===== src/rtl/bidir_dly_line.sv =====
// Half-duplex bidirectional delay line: one direction drives at a time; each direction has its own delay.
// Define BIDIR_DLY_COLL_CNT_EN to add the saturating 8-bit collision counter output coll_cnt.
module bidir_dly_line #(
    parameter int LANES   = 8,
    parameter int MAX_DLY = 15,
    parameter int DLYW    = 4
) (
    input  logic             clk,
    input  logic             rst,
    input  logic             a_oe,
    input  logic [LANES-1:0] a_dq,
    input  logic             b_oe,
    input  logic [LANES-1:0] b_dq,
    input  logic [DLYW-1:0]  cfg_dly_a2b,
    input  logic [DLYW-1:0]  cfg_dly_b2a,
    output logic             b_rx_vld,
    output logic [LANES-1:0] b_rx_dq,
    output logic             a_rx_vld,
    output logic [LANES-1:0] a_rx_dq,
    output logic [1:0]       dir,
    output logic             collision
`ifdef BIDIR_DLY_COLL_CNT_EN
    ,
    output logic [7:0]       coll_cnt
`endif
);

    typedef enum logic [1:0] {
        IDLE = 2'd0,
        A2B  = 2'd1,
        B2A  = 2'd2,
        TURN = 2'd3
    } state_t;

    typedef struct packed {
        logic             vld;
        logic [LANES-1:0] dq;
    } stage_t;

    localparam int IDXW = (MAX_DLY > 1) ? $clog2(MAX_DLY) : 1;

    function automatic logic [DLYW-1:0] clamp_dly(input logic [DLYW-1:0] cfg);
        if (cfg == '0)
            return DLYW'(1);
        if (int'(cfg) > MAX_DLY)
            return DLYW'(MAX_DLY);
        return cfg;
    endfunction

    state_t          state, next_state;
    stage_t          a2b_pipe [MAX_DLY];
    stage_t          b2a_pipe [MAX_DLY];
    logic [DLYW-1:0] dly_a2b, dly_b2a;
    logic [DLYW-1:0] tap_a2b, tap_b2a;
    logic [IDXW-1:0] idx_a2b, idx_b2a;
    logic            inj_a, inj_b, coll_evt;
    logic            a2b_busy, b2a_busy;

    assign dir = state;

    // A word enters at stage D-1 and walks towards stage 0, so it leaves the pipeline
    // exactly when it is registered onto the rx outputs D edges later.
    assign idx_a2b = IDXW'(tap_a2b - DLYW'(1));
    assign idx_b2a = IDXW'(tap_b2a - DLYW'(1));

    always_comb begin
        a2b_busy = 1'b0;
        b2a_busy = 1'b0;
        for (int i = 0; i < MAX_DLY; i++) begin
            a2b_busy = a2b_busy | a2b_pipe[i].vld;
            b2a_busy = b2a_busy | b2a_pipe[i].vld;
        end
    end

    // NOTE: every output of this block gets a default first, so no path can infer a latch.
    always_comb begin
        next_state = state;
        inj_a      = 1'b0;
        inj_b      = 1'b0;
        coll_evt   = 1'b0;
        tap_a2b    = dly_a2b;
        tap_b2a    = dly_b2a;
        unique case (state)
            IDLE: begin
                // The delay of a new transfer comes from cfg as it is latched on the start edge.
                tap_a2b = clamp_dly(cfg_dly_a2b);
                tap_b2a = clamp_dly(cfg_dly_b2a);
                if (a_oe && b_oe) begin
                    coll_evt = 1'b1;
                end else if (a_oe) begin
                    inj_a      = 1'b1;
                    next_state = A2B;
                end else if (b_oe) begin
                    inj_b      = 1'b1;
                    next_state = B2A;
                end
            end
            A2B: begin
                coll_evt = b_oe;
                if (a_oe) inj_a = 1'b1;
                else      next_state = TURN;
            end
            B2A: begin
                coll_evt = a_oe;
                if (b_oe) inj_b = 1'b1;
                else      next_state = TURN;
            end
            TURN: begin
                coll_evt = a_oe | b_oe;
                if (!a2b_busy && !b2a_busy) next_state = IDLE;
            end
        endcase
    end

    always_ff @(posedge clk) begin
        if (rst) begin
            state     <= IDLE;
            collision <= 1'b0;
            dly_a2b   <= DLYW'(1);
            dly_b2a   <= DLYW'(1);
            b_rx_vld  <= 1'b0;
            b_rx_dq   <= '0;
            a_rx_vld  <= 1'b0;
            a_rx_dq   <= '0;
            // NOTE: the pipeline storage is reset on purpose so in-flight words can never surface after rst.
            for (int i = 0; i < MAX_DLY; i++) begin
                a2b_pipe[i] <= '0;
                b2a_pipe[i] <= '0;
            end
        end else begin
            state <= next_state;
            if (coll_evt) collision <= 1'b1;
            if (state == IDLE) begin
                dly_a2b <= tap_a2b;
                dly_b2a <= tap_b2a;
            end

            b_rx_vld <= a2b_pipe[0].vld;
            b_rx_dq  <= a2b_pipe[0].dq;
            a_rx_vld <= b2a_pipe[0].vld;
            a_rx_dq  <= b2a_pipe[0].dq;

            for (int i = 0; i < MAX_DLY - 1; i++) begin
                a2b_pipe[i] <= a2b_pipe[i+1];
                b2a_pipe[i] <= b2a_pipe[i+1];
            end
            a2b_pipe[MAX_DLY-1] <= '0;
            b2a_pipe[MAX_DLY-1] <= '0;

            // NOTE: non-blocking assignments to the same stage later in the block win, so injection overrides the shift.
            if (inj_a) a2b_pipe[idx_a2b] <= '{vld: 1'b1, dq: a_dq};
            if (inj_b) b2a_pipe[idx_b2a] <= '{vld: 1'b1, dq: b_dq};
        end
    end

`ifdef BIDIR_DLY_COLL_CNT_EN
    always_ff @(posedge clk) begin
        if (rst)
            coll_cnt <= '0;
        else if (coll_evt && coll_cnt != 8'hFF)
            coll_cnt <= coll_cnt + 8'd1;
    end
`endif

endmodule


===== config.mk =====
export PLATFORM = sky130hd
export DESIGN_NAME = bidir_dly_line
export DESIGN_NICKNAME = d
export VERILOG_FILES = /design/src/rtl/bidir_dly_line.sv
export SDC_FILE = /design/constraint.sdc
export NUM_CORES = 1
export LEC_CHECK = 0
export CAP_MARGIN = 20
export CORE_ASPECT_RATIO = 1.5
export CORE_MARGIN = 2
export CORE_UTILIZATION = 35
export CTS_BUF_LIST = sky130_fd_sc_hd__clkbuf_4
export DETAILED_ROUTE_END_ITERATION = 10
export SKIP_CTS_REPAIR_TIMING = 1
export SLEW_MARGIN = 20
export SYNTH_ARGS = -nofsm -noshare
export SYNTH_HDL_FRONTEND = slang
export SYNTH_SLANG_ARGS = --single-unit
export TNS_END_PERCENT = 50

===== constraint.sdc =====
create_clock -name clk -period 5.3 [get_ports clk]
set_input_delay 1.06 -clock clk [delete_from_list [all_inputs] [get_ports clk]]
set_output_delay 1.06 -clock clk [all_outputs]
set_load 0.005 [all_outputs]

==> run metrics <==
hold path depth=2; register area=about 6000 sq um; placer congestion estimate=0.754; Clock Latency Late Sink=0.73 ns; Relative slew margins=~29%; chip height=between 200 and 250 microns; CP Class=flop to flop; Final Non-Filler Cells=around 1.6k; Starting Density=a little over a third; Power Dens Cells=approximately 380 nW/um^2; Tmin final=3.02 ns; post-DP HPWL=~15,000 microns; Critical Path End=a2b_pipe[9][7]$_DFF_P_; Synth area leader=dfxtp_1; Core Rows=80; YS warnings=0; PortBufs=48; synth unique cells=48; Peak Freq=331 MHz; Antenna Nets Post-Route=0; Placed Cells=between 1k and 1.5k; R2R Setup Slk=between 2 and 2.5 ns; first-pass GRT wire length=38,300 microns; Critical Path End Type=flop; crit path from=dir[0]$_SDFFE_PP0P_; syn avg cell area=roughly 10 sq um; Nets=1,169; largest net degree at the start of global routing=approximately 100; Layout Skew=about 0.036 ns; MaxCap Viol Count=0; DRT Wirelength=between 20,000 and 25,000 microns; H-tree depth=3; most frequent cell after synthesis=dfxtp_1; TritonCTS clock tree=done; post-synthesis cell area=roughly 11,000 sq um; Crit Path Max Fanout=28; synth top area cells=dfxtp_1 54%, mux2_2 13%, nor2b_1 9.3%, nand2_1 5.6%, o21ai_0 3.5%; Worst-path clk slew=around 0.06 ns; Reg2Reg Depth=7; Reg2Reg Capture Point=a2b_pipe[9][7]$_DFF_P_; Vias/cell=4.65; hold crit path type=flop to flop; setup_tns=0 ns; vias in the first global route=~7.5k; # fillers=approximately 3.2k; share of layout cells above drive strength 1=about a quarter; Clock Path Buffers=3; cts bufs inserted=74; Worst Path Required=5.89 ns; worst flop-to-flop path startpoint=dir[0]$_SDFFE_PP0P_; area of the multi-input gates=about 5000 sq um; Tcrit/Tclk final=about 57%; Core Area=31,600 sq um; Layout area overhead=14.7%; final max-slew violation count=0; Leak=roughly 5.2 nW; drt first pass iters=4; Routed WL per cell=14.8 microns; remaining global-route overflow=0; Ports=approximately 50; Seq/Total Area, Yosys=a little over half; peak supply drop=around 0.17 mV; Synth top area share=~54%; CP arrival=roughly 3.6 ns; Residual DRC=0; ys flop type=dfxtp_1; outcome=finished clean; Hold Violations, Final=0; number of enable flip-flop cells after synthesis=0; RSZ-0062 raised after global routing=false; WHS=0.433 ns; chip width=roughly 150 microns; Yosys reg bits=299; die area=roughly 33,000 sq um; syn nets=1,104; initial antenna violation count=1; top post-synthesis cells by count=299 x dfxtp_1, 167 x nand2_1, 166 x nor2b_1; CTS sink cnt=about 300; via count=7,372; clk root buf=clkbuf_4; Async SR Flop Fraction=0%; cell count after synthesis=between 1k and 1.5k; 1st-iter DRT viols=~230; Tot GR Track Use=14.8%; startpoint type of the worst setup path=flop; endpoints failing setup=0; worst-margin pin slew=between 1 and 1.5 ns
==> worst max-delay path, cell delays in order (launching register included) <==
cell      delay (ns)
dfxtp_1         0.34
inv_1           0.11
ha_2            0.59
nand2b_1        0.14
o22ai_2         0.36
or3b_1          0.71
nor2_8          0.30
mux2_2          0.35
==> routing by layer <==
layer  wire length, microns  GRT usage, %  part of all wire [%]
met2                  13100          28.0                    56
met4                    653          7.24                   2.8
met3                    820          3.60                   3.5
met1                   8910          14.6                    38
met5                      0             0                     0
==> report_power, final <==
group	internal (mW)	leakage (nW)	switching, mW
clock network	0.998	0.514	0.865
logic	0.254	2.29	0.418
registers	2.34	2.41	0.0428
==> per-stage QoR <==
stage	util (%)	area, sq um	setup slack (ns)	power, mW
4_1_cts	40.5	12800	1.79	5.02
5_1_grt	40.5	12800	1.99	5.20
3_3_place_gp	37.7	11900	1.74	3.11
3_5_place_dp	37.7	11900	1.69	3.12
2_1_floorplan	-	11200	2.63	2.95
6_report	40.5	12800	2.28	4.92
==> how the worst min path moves through the flow <==
stage                                         to                    from
final                     a2b_pipe[8][7]$_DFF_P_  a2b_pipe[9][7]$_DFF_P_
after global routing      a2b_pipe[8][0]$_DFF_P_  a2b_pipe[9][0]$_DFF_P_
after CTS                 a2b_pipe[8][7]$_DFF_P_  a2b_pipe[9][7]$_DFF_P_
after detailed placement   a_rx_dq[5]$_SDFF_PP0_  b2a_pipe[0][5]$_DFF_P_
after global placement    b2a_pipe[2][7]$_DFF_P_  b2a_pipe[3][7]$_DFF_P_
after floorplan            a_rx_dq[0]$_SDFF_PP0_  b2a_pipe[0][0]$_DFF_P_
==> cell type report <==
class	instances	area share [%]
clock buffer	99	5.80
clock inverter	13	1.03
timing repair buffer	52	3.99
sequential	299	46.7
antenna	1	0.0195
tap	410	4.00
multi-input combinational	707	38.4
inverter	3	0.0976
==> flip-flops by register name (all words and copies together) (netlist names), 2 cells and up <==
| register | flops |
|---|---|
| a_rx_dq | 8 |
| dly_a2b | 4 |
| dir | 2 |
| dly_b2a | 4 |
| a2b_pipe | 135 |
| b_rx_dq | 8 |
| b2a_pipe | 135 |
==> cells in the final DEF (no fill, tap or decap), types with 3 or more instances in the layout <==
cell and count:
ha_1 3, dfxtp_1 299, nor2_8 4, nand2_1 167, clkinv_1 8, buf_4 4, nor2_1 14, nor3_1 4
mux2_2 125, and2_1 16, clkdlybuf4s50_1 47, bufinv_16 3, clkbuf_4 99, nor2_4 10, or2_2 3, nor3b_2 4
nand2b_1 6, nor3_2 8, a21o_1 28, nor2b_1 166, a21oi_1 6, o21ai_0 78, nor4_1 7, mux2_1 21
o21ai_1 6
==> kinds of logic (layout without fill, tap and decap cells) <==
family / Yosys count / in the layout / share of synthesized area, %
XOR/XNOR: 1 / 1 / 0.0783
adder cells (fa/ha/maj): 4 / 4 / 0.448
AO/OA/AOI/OAI: 132 / 132 / 7.14
other: 0 / 1 / 0
buffers and inverters: 66 / 167 / 2.49
flip-flops: 299 / 299 / 53.5
AND/OR/NAND/NOR: 420 / 420 / 21.1
multiplexers: 150 / 150 / 15.2
Power figures use the tool's default switching activity.
